`config.mk`:
```
export PLATFORM = sky130hd
export DESIGN_NAME = dmi_arbiter
export DESIGN_NICKNAME = d
export VERILOG_FILES = /design/src/rtl/dmi_arb_pkg.sv /design/src/rtl/dmi_arb_rr.sv /design/src/rtl/dmi_arbiter.sv
export SDC_FILE = /design/constraint.sdc
export NUM_CORES = 1
export LEC_CHECK = 0
export CAP_MARGIN = 30
export CELL_PAD_IN_SITES_DETAIL_PLACEMENT = 0
export CELL_PAD_IN_SITES_GLOBAL_PLACEMENT = 1
export CORE_MARGIN = 1
export CORE_UTILIZATION = 26
export DETAILED_ROUTE_END_ITERATION = 6
export GPL_TIMING_DRIVEN = 0
export PLACE_DENSITY = 0.85
export SETUP_SLACK_MARGIN = 0.2
export SKIP_CTS_REPAIR_TIMING = 1
export SYNTH_ARGS = -nofsm -noshare
export SYNTH_HDL_FRONTEND = slang
export SYNTH_HIERARCHICAL = 1
export SYNTH_SLANG_ARGS = --single-unit
export TNS_END_PERCENT = 10
```
`constraint.sdc`:
```
create_clock -name clock -period 3.3 [get_ports clock]
set_clock_uncertainty 0.15 [all_clocks]
set_input_delay 0.99 -clock clock [delete_from_list [all_inputs] [get_ports clock]]
set_output_delay 0.99 -clock clock [all_outputs]
set_load 0.05 [all_outputs]
```
`src/rtl/dmi_arb_pkg.sv`:
```
// Shared DMI request/response types, op encodings and arbiter FSM states
// used by the DMI arbiter and its round-robin grant block.
package dmi_arb_pkg;

    localparam logic [1:0] DMI_OP_NOP   = 2'd0;
    localparam logic [1:0] DMI_OP_READ  = 2'd1;
    localparam logic [1:0] DMI_OP_WRITE = 2'd2;

    typedef struct packed {
        logic [6:0]  addr;
        logic [1:0]  op;
        logic [31:0] data;
    } dmi_req_t;

    typedef struct packed {
        logic [31:0] data;
        logic [1:0]  resp;
    } dmi_rsp_t;

    typedef enum logic [1:0] {
        ST_IDLE = 2'd0,
        ST_REQ  = 2'd1,
        ST_RSP  = 2'd2
    } arb_state_e;

endpackage

```
`src/rtl/dmi_arb_rr.sv`:
```
// Two-way grant logic: rotating priority when RoundRobin is set,
// otherwise requester 0 always wins a tie.
module dmi_arb_rr #(
    parameter bit RoundRobin = 1'b1
) (
    input  logic       clock,
    input  logic       reset_ni,
    input  logic       clr_ni,
    input  logic [1:0] req_i,
    input  logic       ack_i,
    output logic [1:0] gnt_o,
    output logic       gnt_idx_o
);

    // prio_q is the requester favoured on a tie; it points away from the last winner
    logic prio_q;
    logic prio_d;

    always_comb begin
        gnt_idx_o = 1'b0;
        prio_d    = prio_q;
        if (!RoundRobin || req_i != 2'b11) begin
            gnt_idx_o = ~req_i[0];
        end else begin
            gnt_idx_o = prio_q;
        end
        gnt_o = {gnt_idx_o, ~gnt_idx_o} & {2{|req_i}};
        if (!clr_ni) begin
            prio_d = 1'b0;
        end else if (ack_i && RoundRobin) begin
            prio_d = ~gnt_idx_o;
        end
    end

    always_ff @(posedge clock or negedge reset_ni) begin
        if (!reset_ni) begin
            prio_q <= 1'b0;
        end else begin
            prio_q <= prio_d;
        end
    end

endmodule

```
`src/rtl/dmi_arbiter.sv`:
```
// Arbitrates two DMI masters (JTAG DTM, DPI tap) onto a single rv_dm DMI port,
// keeping exactly one transaction outstanding at a time.
module dmi_arbiter
    import dmi_arb_pkg::*;
#(
    parameter bit RoundRobin = 1'b1
) (
    input  logic                clock,
    input  logic                reset_ni,
    input  logic                dmi_clr_ni,
    input  logic [1:0]          req_valid_i,
    input  dmi_req_t [1:0]      req_i,
    output logic [1:0]          req_ready_o,
    output logic [1:0]          rsp_valid_o,
    output dmi_rsp_t            rsp_o,
    input  logic [1:0]          rsp_ready_i,
    output logic                dm_req_valid_o,
    output dmi_req_t            dm_req_o,
    input  logic                dm_req_ready_i,
    input  logic                dm_rsp_valid_i,
    input  dmi_rsp_t            dm_rsp_i,
    output logic                dm_rsp_ready_o,
    output logic                busy_o,
    output logic                owner_o
);

    arb_state_e state_q, state_d;
    dmi_req_t   hold_q, hold_d;
    logic       owner_q, owner_d;
    logic [1:0] gnt;
    logic       gnt_idx;
    logic       grant_ack;

    dmi_arb_rr #(
        .RoundRobin (RoundRobin)
    ) u_rr (
        .clock     (clock),
        .reset_ni  (reset_ni),
        .clr_ni    (dmi_clr_ni),
        .req_i     (req_valid_i),
        .ack_i     (grant_ack),
        .gnt_o     (gnt),
        .gnt_idx_o (gnt_idx)
    );

    always_comb begin
        state_d        = state_q;
        hold_d         = hold_q;
        owner_d        = owner_q;
        grant_ack      = 1'b0;
        req_ready_o    = 2'b00;
        rsp_valid_o    = 2'b00;
        rsp_o          = '0;
        dm_req_valid_o = 1'b0;
        dm_req_o       = '0;
        dm_rsp_ready_o = 1'b0;

        case (state_q)
            ST_IDLE: begin
                if (|req_valid_i) begin
                    grant_ack   = 1'b1;
                    req_ready_o = gnt;
                    hold_d      = req_i[gnt_idx];
                    owner_d     = gnt_idx;
                    state_d     = ST_REQ;
                end
            end
            ST_REQ: begin
                dm_req_valid_o = 1'b1;
                dm_req_o       = hold_q;
                if (dm_req_ready_i) begin
                    state_d = ST_RSP;
                end
            end
            ST_RSP: begin
                rsp_valid_o[owner_q] = dm_rsp_valid_i;
                rsp_o                = dm_rsp_i;
                dm_rsp_ready_o       = rsp_ready_i[owner_q];
                if (dm_rsp_valid_i && rsp_ready_i[owner_q]) begin
                    state_d = ST_IDLE;
                end
            end
            default: begin
                state_d = ST_IDLE;
            end
        endcase

        // A DMI clear abandons the transaction, so no handshake may complete in that cycle
        if (!dmi_clr_ni) begin
            state_d        = ST_IDLE;
            hold_d         = '0;
            grant_ack      = 1'b0;
            req_ready_o    = 2'b00;
            rsp_valid_o    = 2'b00;
            dm_req_valid_o = 1'b0;
            dm_rsp_ready_o = 1'b0;
        end

        // Requesters must never see an accept while reset holds the flops
        if (!reset_ni) begin
            req_ready_o = 2'b00;
        end
    end

    always_ff @(posedge clock or negedge reset_ni) begin
        if (!reset_ni) begin
            state_q <= ST_IDLE;
            hold_q  <= '0;
            owner_q <= 1'b0;
        end else begin
            state_q <= state_d;
            hold_q  <= hold_d;
            owner_q <= owner_d;
        end
    end

    assign busy_o  = (state_q != ST_IDLE);
    assign owner_o = owner_q;

endmodule

```
* Yosys cells after proc, flatten, opt, wreduce, memory -nomap -nowiden
Cells that the tools add are included.
** Cells by class
- $lt $le $gt $ge :: 3
- Eq/ne operators :: 9
- Mux-type cells :: 32
- Bitwise logic cells :: 4
- Reduce and logical (&&, ||, !) cells :: 8
** Operators with widths (number)
- two-way mux 41 bit :: 6
- two-way mux 34 bit :: 1
- two-way mux 2 bit :: 10
- two-way mux 1 bit :: 13
- != test 3 bit, second input constant :: 3
- != test 2 x 1 -> 1 bit, second input constant :: 3
- one-hot mux 2 bit (3 select lines) :: 1
- bitwise AND 2 bit :: 2
- < comparator 1 x 2 -> 1 bit, second input constant :: 2
- AND reduction 2 bit :: 2
- AND reduction 3 bit :: 1
- equality test 2 x 1 -> 1 bit, second input constant :: 1
- equality test 2 bit, second input constant :: 1
- logical AND 1 bit :: 2
- logical NOT 2 bit :: 1
- != test 2 bit, second input constant :: 1
- NOT 1 bit :: 2
- nonzero test 2 bit :: 1
- OR reduction 2 bit :: 1
- demux 1 bit (select 1 bit) :: 1
- >= comparator 1 bit, second input constant :: 1
** Word-level totals
- Bits in registers :: 45
- Input port bits :: 125
- Output and inout bits :: 83
- Word-level logic and storage cells :: 62

* Logic depth before layout (Yosys ltp)
- Word-level depth :: 8
- Gate-level depth with buffers :: 6
- Depth with buffers taken out :: 5

* By module
The synthesis kept the hierarchy.
** By module, submodules not included
- dmi_arbiter :: instances 1, cells each 247, area an instance 2690.1 um^2, sequential area each 1101.1 um^2
- dmi_arb_rr :: instances 1, cells each 8, area an instance 71.3 um^2, sequential area each 25.0 um^2

* Worst setup path after synthesis
No wires, ideal clock.
- Kind :: in2out
- Start :: input port req_valid_i[1]
- End :: output port req_ready_o[0]
- Arrival time :: 1804 ps
- Data required time :: 2160 ps
- Slack :: 356 ps
- Cell stages on the path :: 4
- Path buffers :: 0
- Path through :: nor2_1 nand3b_4 inv_1 and3_1
** Between the ends
- Longest elaborated chain between the ends :: 8
- Elaborated cells between the ends (all ways) :: 9
- Classes of those cells :: 1 x eq/ne; 5 x mux; 2 x bitwise; 1 x reduce/logical
** Ends and longest elaborated chain
- from (decl) :: line dmi_arbiter.sv:11 : input logic [1:0] req_valid_i,
- != test 2 bit :: line dmi_arb_rr.sv:22 : if (!RoundRobin || req_i != 2'b11) begin
- two-way mux 1 bit :: line dmi_arb_rr.sv:22
- NOT 1 bit :: line dmi_arb_rr.sv:27 : gnt_o = {gnt_idx_o, ~gnt_idx_o} & {2{|req_i}};
- bitwise AND 2 bit :: line dmi_arb_rr.sv:27
- two-way mux 2 bit * :: line dmi_arbiter.sv:60 : if (|req_valid_i) begin
- two-way mux 2 bit * :: line dmi_arbiter.sv:58 : case (state_q)
- two-way mux 2 bit * :: line dmi_arbiter.sv:89 : if (!dmi_clr_ni) begin
- two-way mux 2 bit * :: line dmi_arbiter.sv:100 : if (!reset_ni) begin
- to (decl) :: line dmi_arbiter.sv:13 : output logic [1:0] req_ready_o,
Every way passes the cells marked *; elsewhere a longest branch is shown, timed or not.

==> metrics <==
status finished, final reports clean; die area 11000 sq um; hold_ws 0.334 ns; static leakage 2.81 nW; worst r2r src u_rr/prio_q; endpoints failing hold 0; Seq/Total Area, Yosys 40.8%; Antenna Nets Post-Route 0; initial antenna violation count 0; Tot Pwr 1.69 mW; largest net degree at the start of global routing 40; Vias 2783; crit path DAT 1.94 ns; RSZ-0062 raised after global routing no; leading area contributor after synthesis dfrtp_1; post-synth cell types 26; Total GRT Usage between 15 and 20%; Post-Syn Area 2760 sq um; Avg Vias per Cell 4.57; Slew Limit Fails 0; max_cap viols 0; max_slew headroom 64.1%; CP required 2.16 ns; Area contributors post-synth dfrtp_1, and2_1, mux2i_1, o2bb2ai_1, buf_6; Die X 105 um; clk slew on worst S/H paths around 0.080 ns; Cells after Synth roughly 260; min-delay worst type register to register; DP Worst Slack -0.894 ns; CTS Buf Count 5; worst setup margin ~0.22 ns; H-tree levels 2; clk_lat worst skew roughly 0.3 ns; most numerous cell in the Yosys netlist and2_1; CP Launch Point dm_rsp_i[4]; ys async rst share 100%; Crit Path Category primary input to output pin; cell area after layout 4970 sq um; # diodes 0; hpwl dp around 7400 um; DIE HEIGHT 105 um; Critical Path End Type output pin; Finished Core Util 48.1%; Starting Density 26.7%; Syn-to-layout area delta 79.9%; CTS max path bufs 2; global route total overflow 0; Peak VDD IR 0.000160 V; #FFs+latches synth 45; core outline area roughly 10000 sq um; synth warn 6; most instantiated cells after synthesis and2_1, dfrtp_1, mux2i_1; fmax 0.325 GHz; CTS tree yes; share of cells above drive strength 1 20.7%; I/O Buffers between 200 and 250; Placer Congestion 0.712; Routed Wire Length 9550 um; clock sink count 45; number of global-route vias before repair 2778; final number of setup-violating endpoints 0; root buf cell clkbuf_8; Remaining DRCs 0; top_reg_cell synth dfrtp_1; io pins 208; FP Rows 37; crit share post-route 93.4%; first-pass GRT wire length approximately 14000 um; # nets final 597; startpoint types primary input; Final Critical Period 3.08 ns; Post-synth EDFFs 0; Hold Startpoint hold_q[1]; post-synth top area share between 40% and 50%; PwrDens about 340 nW/um^2; DR pass1 iterations 4; post-DR wirelength/cell 15.7 um; Area after DPL between 5000 and 6000 sq um; Syn Area/Cell 10.8 sq um; initial DRC count 97; Slew @ Worst Pin 0.537 ns; crit-path max FO 1; Synth Net Count between 300 and 400
==> worst max-delay path: stages <==
cell and delay, ns:
clkdlybuf4s50_1 0.44, and2_1 0.10, dlymetal6s2s_1 0.41
==> logic make-up after synthesis <==
family / synth area share, %
and+or+nand+nor: 21.0
AOI/OAI and AO/OA: 15.5
DFF: 40.8
muxes: 15.6
buffers and inverters: 7.16
==> cell type report <==
type	instances	area [sq um]
Clock inverter	2	10.0
Fill cell	989	5360
Buffer	21	175
Sequential cell	45	1130
Multi-Input combinational cell	183	1450
Tap cell	136	170
Clock buffer	6	72.6
Inverter	6	22.5
Timing Repair Buffer	210	1940
==> report_power, final <==
| part | total (mW) | internal, mW | switching, mW | leakage (nW) |
|---|---|---|---|---|
| Combinational | 0.701 | 0.315 | 0.386 | 2.17 |
| Sequential | 0.650 | 0.613 | 0.0367 | 0.597 |
| Clock | 0.337 | 0.147 | 0.189 | 0.0450 |
==> layer usage <==
| layer | up-vias | global-route usage [%] | wire length [um] |
|---|---|---|---|
| met5 | - | 0 | 0 |
| met4 | 0 | 2.72 | 101 |
| met3 | 9 | 4.93 | 776 |
| met2 | 129 | 30.8 | 4840 |
| met1 | 1317 | 18.8 | 3830 |
| li1 | 1328 | - | - |
==> placed cells by master (no fill, tap or decap) <==
cell type	instances
a21boi_0	1
a21boi_2	1
and2_1	75
and2b_4	1
and3_1	2
buf_12	1
buf_2	7
buf_4	12
buf_6	10
clkbuf_1	1
clkbuf_2	47
clkbuf_8	5
clkdlybuf4s50_1	122
clkinv_2	2
dfrtp_1	45
dlymetal6s2s_1	32
inv_1	4
inv_2	2
mux2_2	1
mux2i_1	42
nand2_1	3
nand3_1	1
nand3_2	1
nand3b_1	1
nand3b_4	1
nor2_1	2
nor2_2	2
nor2_4	1
nor2b_1	2
nor3_1	1
o21ai_1	2
o21ai_2	1
o2bb2ai_1	39
o2bb2ai_2	2
o31a_4	1
==> stage by stage <==
step	TNS, ns	instances
after floorplan	0	255
after global placement	-24.16	598
after detailed placement	-10.85	599
after CTS	-14.97	607
after global routing	0	609
final	0	609
==> path summary, 6_finish.rpt <==
check                              to  slack, ns  depth (start not counted)
max reg2reg                hold_q[36]       1.63                          6
min                         hold_q[1]       0.33                          1
max                          rsp_o[4]       0.22                          3
max in group asynchronous  hold_q[27]       2.13                          2
min in group asynchronous   hold_q[6]       0.38                          1
min reg2reg                 hold_q[1]       0.33                          1
==> state kept, by name, indices dropped and copies added (netlist names) <==
signal,cells
state_q,2
owner_o,1
hold_q,41
u_rr/prio_q,1
No activity file was read; power rests on OpenSTA's default activity.
